File: src/rtl/scope_trigger_if.sv
// rtl/scope_trigger_if.sv - trigger configuration, probe bus and scope-side signal bundle
interface scope_trigger_if #(
  parameter int WIDTH      = 64,
  parameter int DEPTH_LOG2 = 14,
  parameter int OCC_BITS   = 8
);
  // control pulses
  logic                  arm;
  logic                  abort;

  // trigger configuration, latched on arm
  logic [WIDTH-1:0]      trig_mask;
  logic [WIDTH-1:0]      trig_value;
  logic                  trig_edge;
  logic [OCC_BITS-1:0]   trig_occ;
  logic [DEPTH_LOG2-1:0] post_count;

  // probe in, scope feed out
  logic [WIDTH-1:0]      trace_in;
  logic [WIDTH-1:0]      trace_out;
  logic                  trace_en;

  // status
  logic                  armed;
  logic                  done;
  logic [OCC_BITS-1:0]   occ_left;

  modport master (
    output arm, abort, trig_mask, trig_value, trig_edge, trig_occ, post_count, trace_in,
    input  trace_out, trace_en, armed, done, occ_left
  );

  modport slave (
    input  arm, abort, trig_mask, trig_value, trig_edge, trig_occ, post_count, trace_in,
    output trace_out, trace_en, armed, done, occ_left
  );
endinterface

File: src/rtl/scope_trigger.sv
// rtl/scope_trigger.sv - mask/value trigger sequencer owning the trace scope capture enable
module scope_trigger #(
  parameter int WIDTH      = 64,
  parameter int DEPTH_LOG2 = 14,
  parameter int OCC_BITS   = 8
) (
  input logic             clk,
  input logic             reset,
  scope_trigger_if.slave  bus
);

  typedef enum logic [1:0] {
    IDLE    = 2'd0,
    ARMED   = 2'd1,
    CAPTURE = 2'd2,
    DONE    = 2'd3
  } state_t;

  state_t                state;
  state_t                state_next;

  // configuration captured at arm so software may reprogram inputs mid-run
  logic [WIDTH-1:0]      mask_l;
  logic [WIDTH-1:0]      value_l;
  logic                  edge_l;
  logic [DEPTH_LOG2-1:0] post_count_l;

  logic [DEPTH_LOG2-1:0] cap_cnt;
  logic [DEPTH_LOG2-1:0] cap_cnt_next;
  logic [OCC_BITS-1:0]   occ_left;
  logic [OCC_BITS-1:0]   occ_left_next;
  logic                  prev_match;
  logic                  prev_match_next;
  logic                  latch_cfg;

  logic                  match;
  logic                  trig_event;

  logic [WIDTH-1:0]      trace_out_r;
  logic                  trace_en_r;
  logic                  armed_r;
  logic                  done_r;

  // compare against the raw probe so the trigger sample lands in trace_out on the firing edge
  assign match      = (((bus.trace_in ^ value_l) & mask_l) == '0);
  assign trig_event = edge_l ? (match & ~prev_match) : match;

  // next-state and counter updates; abort outranks arm, arm outranks the search/capture
  always_comb begin
    state_next      = state;
    cap_cnt_next    = cap_cnt;
    occ_left_next   = occ_left;
    prev_match_next = prev_match;
    latch_cfg       = 1'b0;

    if (bus.abort) begin
      state_next = IDLE;
    end else if (bus.arm && (state == IDLE || state == DONE)) begin
      state_next      = ARMED;
      latch_cfg       = 1'b1;
      occ_left_next   = bus.trig_occ;
      // a condition already true at arm must go false first before edge mode counts it
      prev_match_next = 1'b1;
    end else begin
      case (state)
        ARMED: begin
          prev_match_next = match;
          if (trig_event) begin
            if (occ_left == '0) begin
              state_next   = CAPTURE;
              cap_cnt_next = post_count_l;
            end else begin
              occ_left_next = occ_left - 1'b1;
            end
          end
        end
        CAPTURE: begin
          if (cap_cnt == '0) begin
            state_next = DONE;
          end else begin
            cap_cnt_next = cap_cnt - 1'b1;
          end
        end
        default: begin
          state_next = state;
        end
      endcase
    end
  end

  // state, counters and registered status decodes of the next state
  always_ff @(posedge clk or posedge reset) begin
    if (reset) begin
      state      <= IDLE;
      cap_cnt    <= '0;
      occ_left   <= '0;
      prev_match <= 1'b0;
      trace_en_r <= 1'b0;
      armed_r    <= 1'b0;
      done_r     <= 1'b0;
    end else begin
      state      <= state_next;
      cap_cnt    <= cap_cnt_next;
      occ_left   <= occ_left_next;
      prev_match <= prev_match_next;
      trace_en_r <= (state_next == CAPTURE);
      armed_r    <= (state_next == ARMED);
      done_r     <= (state_next == DONE);
    end
  end

  // trigger configuration latch; kept across abort so a re-arm is the only way to change it
  always_ff @(posedge clk or posedge reset) begin
    if (reset) begin
      mask_l       <= '0;
      value_l      <= '0;
      edge_l       <= 1'b0;
      post_count_l <= '0;
    end else if (latch_cfg) begin
      mask_l       <= bus.trig_mask;
      value_l      <= bus.trig_value;
      edge_l       <= bus.trig_edge;
      post_count_l <= bus.post_count;
    end
  end

  // unconditional one-cycle probe delay aligning data with trace_en
  always_ff @(posedge clk or posedge reset) begin
    if (reset) begin
      trace_out_r <= '0;
    end else begin
      trace_out_r <= bus.trace_in;
    end
  end

  assign bus.trace_out = trace_out_r;
  assign bus.trace_en  = trace_en_r;
  assign bus.armed     = armed_r;
  assign bus.done      = done_r;
  assign bus.occ_left  = occ_left;

endmodule

File: src/flat_wrapper.sv
// flat-port wrapper written by rule: the top's interface ports become plain ports
module scope_trigger_flat 
#(
  parameter int WIDTH      = 64,
  parameter int DEPTH_LOG2 = 14,
  parameter int OCC_BITS   = 8
)
  (clk, reset, bus_arm, bus_abort, bus_trig_mask, bus_trig_value, bus_trig_edge, bus_trig_occ, bus_post_count, bus_trace_in, bus_trace_out, bus_trace_en, bus_armed, bus_done, bus_occ_left);
  scope_trigger_if #(.WIDTH(WIDTH), .DEPTH_LOG2(DEPTH_LOG2), .OCC_BITS(OCC_BITS)) bus_i ();
  input logic clk;
  input logic reset;
  input wire logic [$bits(bus_i.arm)-1:0] bus_arm;
  input wire logic [$bits(bus_i.abort)-1:0] bus_abort;
  input wire logic [$bits(bus_i.trig_mask)-1:0] bus_trig_mask;
  input wire logic [$bits(bus_i.trig_value)-1:0] bus_trig_value;
  input wire logic [$bits(bus_i.trig_edge)-1:0] bus_trig_edge;
  input wire logic [$bits(bus_i.trig_occ)-1:0] bus_trig_occ;
  input wire logic [$bits(bus_i.post_count)-1:0] bus_post_count;
  input wire logic [$bits(bus_i.trace_in)-1:0] bus_trace_in;
  output wire logic [$bits(bus_i.trace_out)-1:0] bus_trace_out;
  output wire logic [$bits(bus_i.trace_en)-1:0] bus_trace_en;
  output wire logic [$bits(bus_i.armed)-1:0] bus_armed;
  output wire logic [$bits(bus_i.done)-1:0] bus_done;
  output wire logic [$bits(bus_i.occ_left)-1:0] bus_occ_left;
  assign bus_i.arm = bus_arm;
  assign bus_i.abort = bus_abort;
  assign bus_i.trig_mask = bus_trig_mask;
  assign bus_i.trig_value = bus_trig_value;
  assign bus_i.trig_edge = bus_trig_edge;
  assign bus_i.trig_occ = bus_trig_occ;
  assign bus_i.post_count = bus_post_count;
  assign bus_i.trace_in = bus_trace_in;
  assign bus_trace_out = bus_i.trace_out;
  assign bus_trace_en = bus_i.trace_en;
  assign bus_armed = bus_i.armed;
  assign bus_done = bus_i.done;
  assign bus_occ_left = bus_i.occ_left;
  scope_trigger #(.WIDTH(WIDTH), .DEPTH_LOG2(DEPTH_LOG2), .OCC_BITS(OCC_BITS)) u_core (.clk(clk), .reset(reset), .bus(bus_i));
endmodule
File: config.mk
export PLATFORM = sky130hd
export DESIGN_NAME = scope_trigger_flat
export DESIGN_NICKNAME = d
export VERILOG_FILES = /design/src/rtl/scope_trigger_if.sv /design/src/rtl/scope_trigger.sv /design/src/flat_wrapper.sv
export SDC_FILE = /design/constraint.sdc
export NUM_CORES = 1
export LEC_CHECK = 0
export CORE_AREA = 2 2 158 129
export DETAILED_ROUTE_END_ITERATION = 8
export DIE_AREA = 0 0 160 131
export PLACE_DENSITY = 0.83
export SYNTH_ARGS = -nofsm -noshare
export SYNTH_HDL_FRONTEND = slang
export SYNTH_SLANG_ARGS = --single-unit
File: constraint.sdc
create_clock -name clk -period 23.7 [get_ports clk]
set_input_delay 4.74 -clock clk [delete_from_list [all_inputs] [get_ports clk]]
set_output_delay 4.74 -clock clk [all_outputs]
set_load 0.005 [all_outputs]
Word level (Yosys, flattened, before mapping)
Cells that the tools add are included.

Add/sub/neg operators: 2. Equal/unequal tests: 10. Reductions and logical operators: 12. Bitwise logic cells: 6. Muxes and demuxes: 19.

Operators by type and width (number): AND 64 bit (1); zero test 64 bit (1); bitwise XOR 64 bit (1); 2-to-1 mux 14 bit (3); 2-to-1 mux 8 bit (4); case mux 14 bit (2 select lines) (1); zero test 14 bit (1); subtractor 14 x 1 -> 14 bit, second input constant (1); 2-to-1 mux 2 bit (5); equality test 2 bit, second input constant (4); zero test 8 bit (1); subtractor 8 x 1 -> 8 bit, second input constant (1); != test 2 x 1 -> 1 bit, second input constant (3); AND reduction 6 bit (1); nonzero test 2 bit (3); 2-to-1 mux 1 bit (5); equality test 2 x 1 -> 1 bit, second input constant (2); case mux 2 bit (2 select lines) (1); AND reduction 4 bit (1); inverter 1 bit (3); zero test 2 bit (1); != test 2 bit, second input constant (1); AND reduction 2 bit (1); AND 1 bit (1); 2 further kinds (2).

Flip-flop bits (word level): 235. Logic and storage cells: 61. Output and inout bits: 75. Bits of input ports: 219.

Logic depth before layout (Yosys ltp)
Depth in word-level cells: 10. Mapped depth: 10. Depth with buffers taken out: 9.

Worst setup path after synthesis
Ideal clock, no wire load.

Path kind: input to register. Start point: input bus_trace_in[10]. End point: register u_core.cap_cnt[0]. Setup slack: 17081 ps. Setup time: 124 ps. Arrival time: 6495 ps. Stages: 7. Required time: 23576 ps. Path through: xor2_1 a22oi_1 nand4_1 nor4_4 a41oi_4 or3_4 a211o_1.

Cells in the longest elaborated chain, start to end: 7.

RTL lines: start: declaration (RTL line flat_wrapper.sv:19) `input wire logic [$bits(bus_i.trace_in)-1:0] bus_trace_in;`; bitwise XOR 64 bit (*) (RTL line scope_trigger.sv:45) `assign match = (((bus.trace_in ^ value_l) & mask_l) == '0);`; AND 64 bit (*) (RTL line scope_trigger.sv:45); zero test 64 bit (*) (RTL line scope_trigger.sv:45); AND 1 bit (RTL line scope_trigger.sv:46) `assign trig_event = edge_l ? (match & ~prev_match) : match;`; 2-to-1 mux 1 bit (*) (RTL line scope_trigger.sv:46); != test 2 x 1 -> 1 bit (no source line) (*); AND reduction 6 bit (no source line) (*); end signal: assignment (RTL line scope_trigger.sv:103) `cap_cnt <= cap_cnt_next;`; end: declaration (RTL line scope_trigger.sv:28) `logic [DEPTH_LOG2-1:0] cap_cnt;`.

Mark *: on every way between the ends. The rest lies on a longest branch, timed or not. A chain may end at the register's enable or synchronous reset.

Worst setup path after layout
Start point: input bus_trace_in[10]. End point: register u_core.cap_cnt[1].

Same word-level chain as after synthesis.

==> flow_summary.toml <==
[status]
status = "finished, final reports clean"

[global_routing]
antenna_found_initial = 0
use_met3 = 0.0682
grt.busiest_layer = "met2"
grt_max_degree = 97
grt_pass1_vias = 7930
gr-total-overflow = 0
grt_first_pass_wirelength_um = 42300
grt_use_met2 = 0.426
grtUsageMet1 = 0.338
grt_usage = 0.256

[sta]
finalSetupTns_ps = 0
final-hold-violation-count = 0
post-route-period-util = 0.333
finalMaxSlewViolations = 0
finalClockSkew_ps = 19.4
fin_ws_ps = 15800
max_freq_ghz = 0.127
rsz0062_at_grt = "no"
maxSlewHeadroom = 0.102
hold_slack_ps = 473
tightest_slew_ps = 1340
period_minus_slack_ps = 7900
setup_viol = 0

[drt]
dr.pass1.iters = 6
wl_um = 27000
post-route-drc-count = 0
drt_iter0_drc = 447
ant_nets = 0
viasPerCell = 5.12
wl_per_cell_um = 17.5
vias = 7913

[cells_and_area]
fin_cells = 1546
fin_area_um2 = 13700
final_net_count = 1487
final_layout_size_suffix_gt1_frac = 0.0499
fin_util = 0.705
diodes = 0
area_growth_pct = 41.1

[clocking]
clk_latency_ps = 520
holdBufCountCts = 0
cts.sinks = 235
post_cts_resized = 0
cts-buffers-inserted = 25
clkTransAtPathRegs_ps = 60
cts_root_buf = "clkbuf_16"
post_cts_buffers = 0
cts_tree = "yes"
clock_path_buffers = 3
h-tree-depth = 1

[pwr]
totalPowerFinal_mw = 1.12
peakVddDrop_mv = 0.0668
pwr_density_cell_nw_per_um2 = 81.7
p_leak_nw = 6.44

[critical_path]
critical-path-top-delay-family = "simple AND/OR/NAND/NOR gates"
timing.rr.start = "u_core.state[0]"
worst-path-max-fanout = 18
cp_cell_sequence = "clkdlybuf4s50_1, xor2_1, a22oi_1, nand4_1, nor4_4, a41oi_4, nor3_1, mux2i_1"
startpoint = "bus_trace_in[10]"
arrival_ps = 8320
path_buf_inv = 1
slowest_stage = "nor3_1"
critPathRequiredTime_ps = 24120
endpoint_kind = "register"
cpPeakStageDelay_ps = 1160
crit_type = "in -> reg"
startpoint_type = "input port"

[logic_synthesis]
synth_nets = 1209
yosysUniqueCellTypes = 53
synth.yosys.seq_area_share = 0.605
yosys_register_bits = 235
synth_area_per_cell_um2 = 9.87
synth_edf_count = 0
syn_inst = 985
ys_dominant_reg_cell = "dfrtp_1"
async_flop_share = 1.00
syn-cell-area_um2 = 9720
yosysWarnings = 0

[placed_design]
io_buffers = 293
gp_congestion = 0.800
hpwl_um = 18900
post-place-ws_ps = 15270
dpl.cell_count = 1500
placed_area_um2 = 12900

[die]
initial_utilization = 0.500
core-area_um2 = 19500
rows = 46
ios = 294
fp.dieArea_um2 = 21000
die_y_um = 131
die_w_um = 160

[hold_path]
hold_start = "u_core.mask_l[22]"
min_path_type = "reg -> reg"

[run]
maxCapViolations = 0
cell type report:
type	instances	area [um2]
fill	1436	5750
timing repair buffer	298	2970
inverter	10	45.0
sequential	235	5880
multi-input combinational	693	3630
clock buffer	36	747
clock inverter	10	108
tap	264	330
state kept, by name (all words and copies together), names as in the netlist:
name                  cells
u_core.cap_cnt           14
u_core.edge_l             1
u_core.state              2
u_core.value_l           64
u_core.prev_match         1
u_core.bus.done           1
u_core.mask_l            64
u_core.post_count_l      14
u_core.bus.occ_left       8
u_core.bus.armed          1
u_core.bus.trace_en       1
u_core.bus.trace_out     64
layer usage:
| metal | up-vias | wire length (um) |
|---|---|---|
| li1 | 3788 | - |
| met3 | 46 | 2160 |
| met2 | 312 | 12800 |
| met1 | 3767 | 11400 |
| met4 | 0 | 722 |
| met5 | - | 0 |
cells in the mapped netlist (8+ instances only):
library cell	count	area share
inv_1	10	0.0039
xor2_1	64	0.058
a2bb2oi_1	10	0.0090
dfrtp_1	235	0.61
nor4_1	8	0.0052
nand2_1	449	0.17
nand4_1	9	0.0058
nor2_1	12	0.0046
a22oi_1	32	0.025
clkbuf_1	36	0.014
a21oi_1	10	0.0052
placed cells by master (no fill, tap or decap), types with 4 or more instances in the layout:
cell,n
nand3_1,7
nor2_1,11
dfrtp_1,235
clkdlybuf4s50_1,293
clkinv_2,6
inv_1,9
clkbuf_16,25
a2111oi_0,6
xor2_1,64
a211oi_1,4
ha_1,5
a2bb2oi_1,10
a21oi_1,10
o21ai_0,6
nand2b_1,5
o22ai_1,7
nor4_1,8
buf_4,5
a22oi_1,32
o221ai_1,5
nor3_1,7
clkbuf_8,8
nand4_1,9
nand2_1,449
cells by family (layout without fill, tap and decap cells):
| kind of cell | Yosys count | count (layout) | share of synthesized area |
|---|---|---|---|
| AND/OR/NAND/NOR | 524 | 524 | 0.228 |
| flip-flops | 235 | 235 | 0.605 |
| AO/OA/AOI/OAI | 99 | 99 | 0.0791 |
| XOR/XNOR | 64 | 64 | 0.0577 |
| buffers and inverters | 57 | 354 | 0.0232 |
| adder cells (fa/ha/maj) | 5 | 5 | 0.00644 |
| multiplexers | 1 | 1 | 0.00103 |
where the power goes:
part | total [mW] | internal (mW) | switching (mW)
Clock | 0.400 | 0.241 | 0.160
Combinational | 0.208 | 0.104 | 0.104
Sequential | 0.512 | 0.466 | 0.0462
worst reg2reg max path, delay by kind of cell, from the launching register on:
| family | cells | cell delay, ps |
|---|---|---|
| buf+inv | 2 | 1060 |
| simple gates | 4 | 1780 |
| fa+ha+maj | 1 | 780 |
| flops | 1 | 380 |
worst paths after layout:
path / depth (start not counted) / end / slack, ps
worst max-delay path: 8 / u_core.cap_cnt[1] / 15800
worst min-delay path: 2 / u_core.mask_l[22] / 470
worst max register to register: 7 / u_core.value_l[48] / 19620
worst min register to register: 2 / u_core.mask_l[22] / 470
max in group asynchronous: 3 / u_core.value_l[29] / 17470
min in group asynchronous: 2 / u_core.bus.trace_out[62] / 4740
Power figures use the tool's default switching activity.
==> RTL edit 1, RTL diff (same settings) <==
`OCC_BITS` is set to 8 in 3 places; all go to 12.
--- a/src/rtl/scope_trigger_if.sv
+++ b/src/rtl/scope_trigger_if.sv
@@ -4,3 +4,3 @@
   parameter int DEPTH_LOG2 = 14,
-  parameter int OCC_BITS   = 8
+  parameter int OCC_BITS   = 12
 );
--- a/src/rtl/scope_trigger.sv
+++ b/src/rtl/scope_trigger.sv
@@ -4,3 +4,3 @@
   parameter int DEPTH_LOG2 = 14,
-  parameter int OCC_BITS   = 8
+  parameter int OCC_BITS   = 12
 ) (
--- a/src/flat_wrapper.sv
+++ b/src/flat_wrapper.sv
@@ -5,3 +5,3 @@
   parameter int DEPTH_LOG2 = 14,
-  parameter int OCC_BITS   = 8
+  parameter int OCC_BITS   = 12
 )
Interface: changed (resized bus_occ_left and bus_trig_occ); port bits go from 294 to 302. The function was not compared with the original's and may differ.
==> RTL edit 1 against the original RTL <==
Area after synthesis down 0.62%; via count down 14%; critical path depth up 1; sequential cell count up 4; setup slack better by 300 ps; routed wire length down 9.7%; design area up 0.53%; register-to-register slack better by 460 ps.
Power is not compared: it rests on default switching activity, and its combinational part moved more than twofold at a synthesized area within 25%.
==> RTL edit 1: results (changes against the original RTL) <==
clock skew=10.14 ps (-9.303 ps); CP endpoint=u_core.cap_cnt[10]; layout cell share with drive strength beyond 1=0.1986 (+0.1487); GR Util met1=0.2935 (-0.04472); Synth area leaders=dfrtp_1 62%, mux2_2 17%, xor2_1 5.8%; Post-Route M1 WL=9.835 mm (-13%); routed length per instance=18.90 um (+8.2%); start point of the critical path=bus_trace_in[42]; Slew headroom=0.2731 (+0.1708); Seq/Total Area, Yosys=0.6193 (+0.01413); CP max-delay cell=or4_1; fin worst setup slack=16110 ps (+304.0 ps); met3 Resource Use GR=0.07260 (+0.004419); Mapped Cells=706 (-28%); outcome=finished clean; Place WS=15560 ps (+284.2 ps); Placed Instances=1249 (-17%); worst r2r dst=u_core.bus.occ_left[0]; flop2flop setup slack=20080 ps (+460 ps); Cell Area, Placed=12960 um2 (+0.86%); Post-synth top cells=239 x dfrtp_1, 143 x mux2_2, 64 x xor2_1; post-synthesis cell type count=43 (-19%); DR WL met2=11.91 mm (-6.7%); WP data arrival=8040 ps (-280 ps); met2 GRT Util=0.4082 (-0.01757); R2R cell count=9 (+2); global-route wire length before repair=38.56 mm (-8.8%); vias in the first global route=7072 (-11%); GP Congestion=0.8130 (+1.7%)
## RTL edit 1: changes by cell type after synthesis, moves of 4 or more
cell / change
nand2_1: -414
mux2_2: +143
a21oi_1: +19
clkbuf_1: -11
a2bb2oi_1: -10
o21ai_0: +10
buf_1: -7
a2111oi_0: -6
nor4_1: -6
a22o_1: +5
o221ai_1: -5
or3_1: +5
dfrtp_1: +4
nor2_1: -4
## RTL edit 1: area by class of cell
| type | instances | area, um2 |
|---|---|---|
| Clock inverter | 8 | 97.59 |
| Fill cell | 1389 | 5673 |
| Inverter | 13 | 56.30 |
| Timing Repair Buffer | 307 | 3058 |
| Sequential cell | 239 | 5981 |
| Clock buffer | 34 | 719.4 |
| Tap cell | 264 | 330.3 |
| Multi-Input combinational cell | 426 | 3538 |
## RTL edit 1: logic make-up (layout without fill, tap and decap cells)
family / Yosys count / count (layout) / synth area share
adder cells (fa/ha/maj): 5 / 5 / 0.006478
AND/OR/NAND/NOR: 104 / 104 / 0.05752
multiplexers: 146 / 146 / 0.1698
AO/OA/AOI/OAI: 107 / 107 / 0.07255
XOR/XNOR: 64 / 64 / 0.05804
flip-flops: 239 / 239 / 0.6193
buffers and inverters: 41 / 362 / 0.01632
## RTL edit 1: worst min path at each step
stage / from / endpoint / depth (start not counted)
2_1_floorplan: u_core.cap_cnt[1] / u_core.cap_cnt[1] / 2
3_3_place_gp: u_core.mask_l[19] / u_core.mask_l[19] / 1
3_5_place_dp: u_core.post_count_l[2] / u_core.post_count_l[2] / 1
4_1_cts: u_core.post_count_l[2] / u_core.post_count_l[2] / 1
5_1_grt: u_core.mask_l[33] / u_core.mask_l[33] / 1
6_report: u_core.post_count_l[2] / u_core.post_count_l[2] / 1
==> RTL edit 2, RTL diff (config.mk and constraints unchanged) <==
Without the edit above. The 4 states of `state_t` get a Gray code encoding in 2 bits.
--- a/src/rtl/scope_trigger.sv
+++ b/src/rtl/scope_trigger.sv
@@ -12,6 +12,6 @@
   typedef enum logic [1:0] {
-    IDLE    = 2'd0,
-    ARMED   = 2'd1,
-    CAPTURE = 2'd2,
-    DONE    = 2'd3
+    IDLE    = 2'b00,
+    ARMED   = 2'b01,
+    CAPTURE = 2'b11,
+    DONE    = 2'b10
   } state_t;
Check against the original RTL: no difference found for any inputs over 4 cycles, from zero or initial values and one cycle with reset high; so few cycles prove little.
==> RTL edit 2 against the original RTL <==
Final cell count fell by 0.19%; design area shrank 1.5%; count of clock-buffer cells in the layout is 3 higher; register-to-register slack gained 540 ps; area after synthesis is 2.0% lower; hold slack worse by 2.5 ps; sequential cell count did not move; core utilization fell by 1.1 points; total power fell by 7.9%; routed wire length shrank 0.43%; setup slack gained 76 ps; fmax grew 0.97%; clock skew fell by 1.5 ps; via count decreased by 0.19%; critical endpoint is now u_core.cap_cnt[8]; largest cell class unchanged.
==> RTL edit 2: results (changes against the original RTL) <==
Synth area leaders=dfrtp_1 62%, nand2_1 18%, xor2_1 5.9%; routed vias/inst=5.119 (about the same); WP data arrival=8240 ps (-80 ps); flop2flop setup slack=20160 ps (+540 ps); outcome=finished clean; DR pass1 iterations=5 (-1); Least-Margin Pin Slew=1196 ps (-140.2 ps); GP Congestion=0.8356 (+4.5%); adder-cell share of the synthesized area=0.002628 (-0.003809); Filler Cell Count=1459 (+1.6%); Sw Share=0.2534 (-0.02288); leakage=6.443 nW (about the same); IR drop worst, VDD=55.30 uV (-17%); post-synthesis mux area share=0.001051 (+0.00002125); Compound-Gate Fraction of Synth Area=0.06965 (-0.009407); Clock power frac=0.377 (+0.020); post-synthesis cell type count=49 (-7.5%); Global Route Usage Sum=0.2579 (+0.001428); Seq pwr share=0.466 (+0.009); Hold Path End=u_core.post_count_l[9]; final wirelength=26.90 mm (-0.43%); clock skew=17.96 ps (-1.489 ps); worst r2r dst=u_core.cap_cnt[8]; Hold Startpoint=u_core.post_count_l[9]; hpwl dp=19.23 mm (+1.6%); global-route wire length before repair=42.59 mm (+0.68%); vias after detailed routing=7898 (-0.19%); Placed Instances=1499 (-0.067%); worst r2r src=u_core.value_l[10]; CTS buffer count=24 (-4.0%); Place WS=15350 ps (+81.40 ps); layout cell share with drive strength beyond 1=0.03909 (-0.01083); Mapped Cells=978 (-0.71%); xor and xnor area share after synthesis=0.05887 (+0.001190); pin count of the biggest net entering global routing=101 (+4.1%); Net Count, Synth=1199 (-0.83%)
==> RTL edit 2: routing by layer <==
layer,vias to the layer above,track usage,part of all wire
met2,312,0.4319,0.48
met4,0,0.05988,0.022
met3,48,0.06850,0.079
met1,3790,0.3423,0.42
li1,3748,-,-
met5,-,0,0
==> RTL edit 2: area by class of cell <==
class / instances / area (um2) / area share
Inverter: 12 / 52.55 / 0.003892
Clock inverter: 5 / 75.07 / 0.005560
Tap cell: 264 / 330.3 / 0.02446
Sequential cell: 235 / 5881 / 0.4355
Clock buffer: 39 / 748.2 / 0.05541
Multi-Input combinational cell: 690 / 3446 / 0.2552
Timing Repair Buffer: 298 / 2970 / 0.2200
==> RTL edit 2: how the worst max path moves through the flow <==
stage / depth (start not counted) / end / slack (ps) / start
finish: 8 / u_core.cap_cnt[8] / 15880 / bus_trace_in[23]
detailed placement: 8 / u_core.cap_cnt[4] / 15350 / bus_trace_in[9]
CTS: 8 / u_core.cap_cnt[4] / 15890 / bus_trace_in[11]
floorplan: 1 / u_core.bus.armed / 12510 / reset
global route: 8 / u_core.cap_cnt[2] / 15620 / bus_trace_in[9]
global placement: 8 / u_core.cap_cnt[2] / 15420 / bus_trace_in[9]
==> RTL edit 2: cells by family after synthesis <==
logic type	after synthesis
adder cells (fa/ha/maj)	2
buffers and inverters	53
XOR/XNOR	64
AO/OA/AOI/OAI	91
multiplexers	1
flip-flops	235
AND/OR/NAND/NOR	532
==> RTL edit 2: worst max-delay path, cell delays in order <==
cell and delay, ps:
clkdlybuf4s50_1 470, xor2_1 180, a22oi_1 360, nand4_1 140, nor4_1 650, nand2_1 360
nor4b_2 1080, a2bb2oi_1 260
